<file path="src/rtl/core_if_pkg.sv">
// Shared 6502 core-interface definitions: default bus widths, BRAM selects and
// the memory map used by both the store buffer and the address decoder.
package core_if_pkg;

  localparam int DEFAULT_DATA_W = 8;
  localparam int DEFAULT_ADDR_W = 16;

  typedef enum logic [1:0] {
    BRAM_SEL_MAIN = 2'd0,
    BRAM_SEL_VEC  = 2'd1,
    BRAM_SEL_IO   = 2'd2,
    BRAM_SEL_NONE = 2'd3
  } bram_sel_e;

  localparam logic [15:0] MAP_ZP_BASE    = 16'h0000;
  localparam logic [15:0] MAP_STACK_BASE = 16'h0100;
  localparam logic [15:0] MAP_RAM_TOP    = 16'h7FFF;
  localparam logic [15:0] MAP_VEC_BASE   = 16'h8000;
  localparam logic [15:0] MAP_VEC_TOP    = 16'hBFFF;
  localparam logic [15:0] MAP_IO_BASE    = 16'hC000;
  localparam logic [15:0] MAP_IO_TOP     = 16'hCFFF;

  // Everything above the I/O window is ROM and has no writable BRAM behind it.
  function automatic bram_sel_e decode_bram_sel(input logic [15:0] a);
    if (a <= MAP_RAM_TOP)                         return BRAM_SEL_MAIN;
    else if (a >= MAP_VEC_BASE && a <= MAP_VEC_TOP) return BRAM_SEL_VEC;
    else if (a >= MAP_IO_BASE && a <= MAP_IO_TOP)   return BRAM_SEL_IO;
    else                                            return BRAM_SEL_NONE;
  endfunction

endpackage

</file>
<file path="src/rtl/store_fwd_match.sv">
// Youngest-match selector for store-to-load forwarding: among valid entries
// whose address equals rd_addr, picks the one written most recently.
module store_fwd_match #(
  parameter int DEPTH  = 32,
  parameter int ADDR_W = 16,
  parameter int PTR_W  = $clog2(DEPTH)
) (
  input  logic [DEPTH-1:0]             valid,
  input  logic [DEPTH-1:0][ADDR_W-1:0] addr_array,
  input  logic [PTR_W-1:0]             tail,
  input  logic [ADDR_W-1:0]            rd_addr,
  output logic                         hit,
  output logic [PTR_W-1:0]             index
);

  logic [DEPTH-1:0] match;

  generate
    for (genvar gi = 0; gi < DEPTH; gi++) begin : g_match
      assign match[gi] = valid[gi] && (addr_array[gi] == rd_addr);
    end
  endgenerate

  // Walk from oldest (tail-DEPTH) to youngest (tail-1); the last match wins.
  logic [PTR_W-1:0] idx;
  always_comb begin
    hit   = 1'b0;
    index = '0;
    idx   = '0;
    for (int k = DEPTH; k >= 1; k--) begin
      idx = tail - PTR_W'(k);
      if (match[idx]) begin
        hit   = 1'b1;
        index = idx;
      end
    end
  end

endmodule

</file>
<file path="src/rtl/mem_store_buffer.sv">
// Write-buffer FIFO between the 6502 bus interface and the BRAM write ports,
// with edge-triggered capture, in-order drain, forwarding, flush and overflow.
module mem_store_buffer
  import core_if_pkg::*;
#(
  parameter int DATA_W = DEFAULT_DATA_W,
  parameter int ADDR_W = DEFAULT_ADDR_W,
  parameter int DEPTH  = 32,
  parameter int CNT_W  = $clog2(DEPTH) + 1
) (
  input  logic              clk,
  input  logic              rst_n,
  input  logic              we,
  input  logic [ADDR_W-1:0] addr,
  input  logic [DATA_W-1:0] D,
  input  logic              flush,
  input  logic              wr_ready,
  output logic              wr_valid,
  output logic              wr_fire,
  output logic [DATA_W-1:0] Q,
  output logic [ADDR_W-1:0] writeAddr,
  input  logic [ADDR_W-1:0] rd_addr,
  output logic              fwd_hit,
  output logic [DATA_W-1:0] fwd_data,
  output logic [CNT_W-1:0]  count,
  output logic              full,
  output logic              empty,
  output logic              overflow,
  input  logic              clear_ovf
);

  localparam int PTR_W = $clog2(DEPTH);

  logic [DATA_W-1:0]             data_mem [DEPTH];
  logic [DEPTH-1:0][ADDR_W-1:0]  addr_mem;

  logic [PTR_W-1:0] head_reg, tail_reg;
  logic [CNT_W-1:0] count_reg;
  logic             we_q_reg;
  logic             overflow_reg;

  logic push, pop, accept, drop;

  assign empty    = (count_reg == '0);
  assign full     = (count_reg == CNT_W'(DEPTH));
  assign wr_valid = !empty;
  assign wr_fire  = wr_valid && wr_ready;
  assign count    = count_reg;
  assign overflow = overflow_reg;

  assign push   = we && !we_q_reg && !flush;
  assign pop    = wr_fire && !flush;
  // A full queue still takes a store when the head leaves in the same cycle.
  assign accept = push && (!full || pop);
  assign drop   = push && full && !pop;

  assign Q         = data_mem[head_reg];
  assign writeAddr = addr_mem[head_reg];

  always_ff @(posedge clk) begin
    if (accept) begin
      data_mem[tail_reg] <= D;
      addr_mem[tail_reg] <= addr;
    end
  end

  always_ff @(posedge clk or negedge rst_n) begin
    if (!rst_n) begin
      head_reg     <= '0;
      tail_reg     <= '0;
      count_reg    <= '0;
      we_q_reg     <= 1'b0;
      overflow_reg <= 1'b0;
    end else begin
      we_q_reg <= we;
      if (flush) begin
        head_reg  <= tail_reg;
        count_reg <= '0;
      end else begin
        if (accept) tail_reg <= tail_reg + PTR_W'(1);
        if (pop)    head_reg <= head_reg + PTR_W'(1);
        if (accept && !pop)      count_reg <= count_reg + CNT_W'(1);
        else if (pop && !accept) count_reg <= count_reg - CNT_W'(1);
      end
      if (drop)           overflow_reg <= 1'b1;
      else if (clear_ovf) overflow_reg <= 1'b0;
    end
  end

  // Entry i is live when its distance from head is below the occupancy.
  logic [DEPTH-1:0] valid;
  generate
    for (genvar gi = 0; gi < DEPTH; gi++) begin : g_valid
      logic [PTR_W-1:0] offset;
      assign offset    = PTR_W'(gi) - head_reg;
      assign valid[gi] = (CNT_W'(offset) < count_reg);
    end
  endgenerate

  logic [PTR_W-1:0] fwd_index;

  store_fwd_match #(
    .DEPTH  (DEPTH),
    .ADDR_W (ADDR_W),
    .PTR_W  (PTR_W)
  ) u_fwd_match (
    .valid      (valid),
    .addr_array (addr_mem),
    .tail       (tail_reg),
    .rd_addr    (rd_addr),
    .hit        (fwd_hit),
    .index      (fwd_index)
  );

  assign fwd_data = fwd_hit ? data_mem[fwd_index] : '0;

endmodule

</file>
<file path="config.mk">
export PLATFORM = sky130hd
export DESIGN_NAME = mem_store_buffer
export DESIGN_NICKNAME = d
export VERILOG_FILES = /design/src/rtl/core_if_pkg.sv /design/src/rtl/store_fwd_match.sv /design/src/rtl/mem_store_buffer.sv
export SDC_FILE = /design/constraint.sdc
export NUM_CORES = 2
export LEC_CHECK = 0
export BUFFER_PORTS_ARGS = -buffer_cell sky130_fd_sc_hd__buf_4
export CORE_ASPECT_RATIO = 1.75
export CORE_MARGIN = 2
export CORE_UTILIZATION = 55
export CTS_CLUSTER_DIAMETER = 80
export DETAILED_ROUTE_END_ITERATION = 12
export PLACE_DENSITY = 0.82
export SYNTH_ARGS = -nofsm -noshare
export SYNTH_HDL_FRONTEND = slang
export SYNTH_HIERARCHICAL = 1
export SYNTH_SLANG_ARGS = --single-unit
</file>
<file path="constraint.sdc">
create_clock -name clk -period 10.45 [get_ports clk]
set_input_delay 1.045 -clock clk [delete_from_list [all_inputs] [get_ports clk]]
set_output_delay 1.045 -clock clk [all_outputs]
set_load 0.03 [all_outputs]
</file>
# After elaboration in Yosys (flattened, before gate mapping)
# Memory sizes are Yosys's and may differ from the RTL's.
# Index checks and enable logic that the tools add are counted.
# totals
n_memories	1
elab_cells	402
ram_bits	256
ff_bits	530
# mem_list
name	depth	width	read_ports	rd_clocked_by_memory_dff	write_ports	line_no	rtl
data_mem	32	8	2	0	1	mem_store_buffer.sv:34	logic [DATA_W-1:0] data_mem [DEPTH];
# classes
magnitude_cmp	66
n_mux	143
reduce_logical	54
bitwise_logic	1
n_eq_ne	33
add_sub_neg	67
# op_table
cell	n
$bwmux 512	1
$eq 16x16->1	32
$lt 5x6->1 const B	33
$lt 5x6->1	32
$mux 5	34
$bmux 1 s5	32
$bmux 16 s5	1
$demux 16 s5	1
$sub 5x5->5 const A	16
$sub 5x5->5 const B	16
$mux 1	68
$logic_and 1x1->1	42
$sub 4x5->5 const A	8
$sub 5x4->5 const B	8
$mux 16	2
$sub 3x5->5 const A	4
$sub 5x3->5 const B	4
$mux 6	3
$add 5x1->5 const B	2
$sub 1x5->5 const A	2
$sub 2x5->5 const A	2
$sub 5x2->5 const B	2
$mux 8	1
$add 6x1->6 const B	1
11 further kinds	17

# Longest topological paths before layout
# An unclocked memory read counts as a cell.
# logic_depth
word_depth	39
ltp_mapped	35
mapped_depth_nobuf	28

# Hierarchy
# Netlist, hierarchy kept.
# modules_own_cells
mod	seq_area_each_um2	instances	cells_each	area_each_um2
mem_store_buffer	23512.6	1	1699	34257.9
store_fwd_match	0.0	1	1982	13879.6

# Least setup slack after synthesis
# Ideal clock, no wire load.
# synth_timing
path_type	flip-flop to output port
from	reg head_reg[1]
to	out fwd_data[3]
required_time_ps	9405
stages_incl_launch_ff	34
path_buffers	6
path_slack_ps	1797
arrival_ps	7608
cell_sequence	dfrtp_1 clkbuf_1 clkbuf_1 clkbuf_1 inv_1 ha_1 inv_1 ha_1 a21o_1 a21o_1 a21o_1 a21o_1 nand2_1 nand2_1 nor4_2 nand2_1 mux4_2 mux4_2 nand2b_1 a21boi_1 o41ai_1 a2111oi_0 a211o_1 a2111o_1 nor4b_4 o21ai_2 buf_2 clkbuf_1 buf_1 mux4_2 mux2i_1 nand2_1 nand2_1 nor2_1
# synth_between
elab_chain_len	39
# synth_lines
element	line_no	rtl
start: declaration	mem_store_buffer.sv:37	logic [PTR_W-1:0] head_reg, tail_reg;
start signal: assignment	mem_store_buffer.sv:77	head_reg <= tail_reg;
start signal: assignment	mem_store_buffer.sv:81	if (pop) head_reg <= head_reg + PTR_W'(1);
$sub 5x5->5 (*)	mem_store_buffer.sv:95	assign offset = PTR_W'(gi) - head_reg;
$lt 5x6->1 (*)	mem_store_buffer.sv:96	assign valid[gi] = (CNT_W'(offset) < count_reg);
named net valid[30]	mem_store_buffer.sv:91	logic [DEPTH-1:0] valid;
$logic_and 1x1->1 (*)	store_fwd_match.sv:20	assign match[gi] = valid[gi] && (addr_array[gi] == rd_addr);
$bmux 1 s5	store_fwd_match.sv:32	if (match[idx]) begin
$mux 1 (not written as such)	store_fwd_match.sv:32	
$mux 5 (31 in a row)	store_fwd_match.sv:32	
$mux 5 (*)	store_fwd_match.sv:32	
named net fwd_index[1]	mem_store_buffer.sv:100	logic [PTR_W-1:0] fwd_index;
$mem_v2 32x8 (*)	--	
$mux 8 (*)	mem_store_buffer.sv:115	assign fwd_data = fwd_hit ? data_mem[fwd_index] : '0;
end: declaration	mem_store_buffer.sv:24	output logic [DATA_W-1:0] fwd_data,
# Mark *: on every way through the listed nets, which the timed path passes. The rest lies on a longest branch. The select of a mux whose other input is x is not followed.

# Worst setup path in the final report
# layout_timing
from	reg head_reg[1]
to	out fwd_data[5]
# Same word-level chain as after synthesis.

==> metrics.md <==
| Metric | Value |
|---|---|
| Status | `finished with violations` |
| Failing checks | `capacitance limit, slew limit` |
| Post-synth EDFFs | `768` |
| Pre-CTS WS | `0.990 ns` |
| Yosys cell types | `102` |
| RSZ-0062 raised after global routing | `no` |
| Clock sinks | `786` |
| Relative slew slack | `-0.0261` |
| Dpl hpwl | `132,000 um` |
| First-pass GRT wire length | `269,000 um` |
| Worst-path fanout max | `23` |
| CP endpoint kind | `primary output` |
| TritonCTS clock tree | `yes` |
| # setup viols final | `0` |
| Most frequent cells in the layout | `edfxtp_1, xnor2_1, mux4_2` |
| Largest net degree at the start of global routing | `68` |
| Total track usage | `0.435` |
| Yosys warns | `6` |
| Core area | `86,800 sq um` |
| Vias in the first global route | `36,700` |
| # IOs | `90` |
| DP Cell Count | `4,810` |
| Die W | `228 um` |
| CP dominant cell by count | `a21oi_1` |
| CTS Buf Count | `74` |
| Placed inst area | `50,100 sq um` |
| Period utilization | `0.981` |
| Finished Layout Cells | `4,963` |
| Max-cap violations | `1` |
| Root Driver | `clkbuf_16` |
| Sequential-to-total area share from yosys stat | `0.488` |
| Commonest non-fill, non-tap cell in the layout | `edfxtp_1` |
| Async set or reset register ratio after synthesis | `0.0229` |
| Initial DRC count | `5,894` |
| Setup TNS | `0 ns` |
| H-tree depth | `3` |
| Crit-path max cell delay | `0.86 ns` |
| IO Port Bufs | `89` |
| CP max stage cell | `o21ai_0` |
| Design area | `52,800 sq um` |
| Max FFs per register | `512` |
| Synth Register Bits | `786` |
| Drc violations | `0` |
| Startpoint Class | `register` |
| Die ar. | `90,000 sq um` |
| Deepest clock path buffer count | `3` |
| Congestion Overflow GR | `0` |
| Synthesis-to-layout area growth | `9.79%` |
| Final Slew Violations | `3` |
| Worst r2r dst | `addr_mem[51]` |
| Final hold vios | `0` |
| Initial Utilization | `0.555` |
| Post-route ant nets | `0` |
| HP Class | `in -> async` |
| Avg Inst Size Synth | `13.1 sq um` |
| WL/cell | `38.8 um` |
| Ys flop type | `edfxtp_1` |
| Crit Path Class | `reg -> out` |
| Setup Skew | `0.0460 ns` |
| Clk pin slew, worst setup/hold paths | `0.07 ns` |
| Nets@finish | `3,866` |
| RR Startpoint | `count[5]` |
| Via-to-Cell Ratio | `7.51` |
| Fmax | `0.0975 GHz` |
| Post-Syn Instances | `3,681` |
| Clock latency on the worst-skew pair | `0.70 ns` |
| Hold_buf cts | `0` |
| WP data required | `9.41 ns` |
| Slew @ Worst Pin | `1.53 ns` |
| Synthesized Nets | `3,820` |
| Row count | `143` |
| Placer Congestion | `1.15` |
| Final WS setup | `0.195 ns` |
| FF-to-FF setup slack | `6.63 ns` |
| Initial antenna violation count | `31` |
| Reg2Reg Depth | `6` |
| Layout cells sized above 1 | `0.203` |
| Tmin final | `10.25 ns` |
| First-pass iteration count of the detailed router | `9` |
| Vias post-DR | `37,300` |
| Mapped cell area | `48,100 sq um` |
| Die Height | `395 um` |
| CP arrival | `9.21 ns` |
| WL final | `192,000 um` |
[cell families (layout without fill, tap and decap cells)]
kind of cell,count (synthesis),count (layout),share of synthesized area
buffers and inverters,309,415,0.0310
muxes,420,420,0.174
other,0,16,0
adders and majority gates,93,93,0.0243
AOI/OAI and AO/OA,440,440,0.0644
DFF,786,786,0.488
xor gates and xnor gates,580,580,0.106
and+or+nand+nor,1053,1053,0.112
[metrics by stage]
stage	util	hold slack (ns)
floorplan	-	0.560
global placement	0.577	0.482
detailed placement	0.577	0.487
CTS	0.607	0.215
global route	0.609	0.225
finish	0.609	0.211
[cell type report]
type                    count  area, sq um
inverters                  79          303
well taps                1160         1450
multi-input cells        2586        23400
repair buffers            200         1570
fillers                  6490        33900
flip-flops and latches    786        23500
clock inverters            48          637
clock buffers              88         1930
diodes                     16         40.0
[what timing repair did]
action,4_1_cts,5_1_grt
buffers inserted,0,1
endpoints found under the setup margin,0,8
resized for setup,0,18
[critical path, delay by kind of cell, from the launching register on]
kind,cells,cell delay (ns)
AOI/OAI and AO/OA,13,3.63
adders and majority gates,1,0.34
buffers and inverters,4,0.93
DFF,1,0.59
muxes,4,2.05
and+or+nand+nor,6,0.85
[worst max path at each step]
stage	start	to	slack (ns)	cells after the start
2_1_floorplan	head_reg[1]	fwd_data[3]	1.80	33
3_3_place_gp	head_reg[0]	fwd_data[5]	0.94	29
3_5_place_dp	head_reg[1]	fwd_data[5]	0.99	30
4_1_cts	head_reg[0]	fwd_data[5]	0.21	30
5_1_grt	head_reg[1]	fwd_data[5]	0.006	30
6_report	head_reg[1]	fwd_data[5]	0.20	28
[cell usage after synthesis, drive strengths merged, types with 10 or more instances]
cell type	n	area, sq um
edfxtp	768	23100
xnor2	509	4480
mux4	332	7480
nand2	315	1180
nand4	168	1050
nor2	153	574
buf	137	836
nor3	101	505
clkbuf	93	359
ha	92	1150
nand3	92	460
o21ai	88	444
a21oi	79	395
inv	78	293
xor2	71	622
mux2i	64	641
a21o	51	384
nor4	49	347
nand2b	29	181
and2	28	175
mux2	24	270
a32oi	21	184
a221oi	20	181
and3	19	119
dfrtp	18	450
nor2b	18	113
a211oi	15	118
a22oi	14	105
a31oi	14	93.8
nand3b	13	97.6
o22ai	13	81.3
nor4b	12	120
or2	12	75.1
or3	11	73.8
a21boi	10	78.8
o211ai	10	75.1
[per-layer routing]
metal / track usage / wire length (um)
met5: 0.00501 / 263
met4: 0.425 / 25300
met3: 0.179 / 25600
met2: 0.667 / 87200
met1: 0.439 / 54100
Power is left out: the tool's default activity adds up to more than one toggle a clock period on the data nets, which glitch-free logic cannot reach.
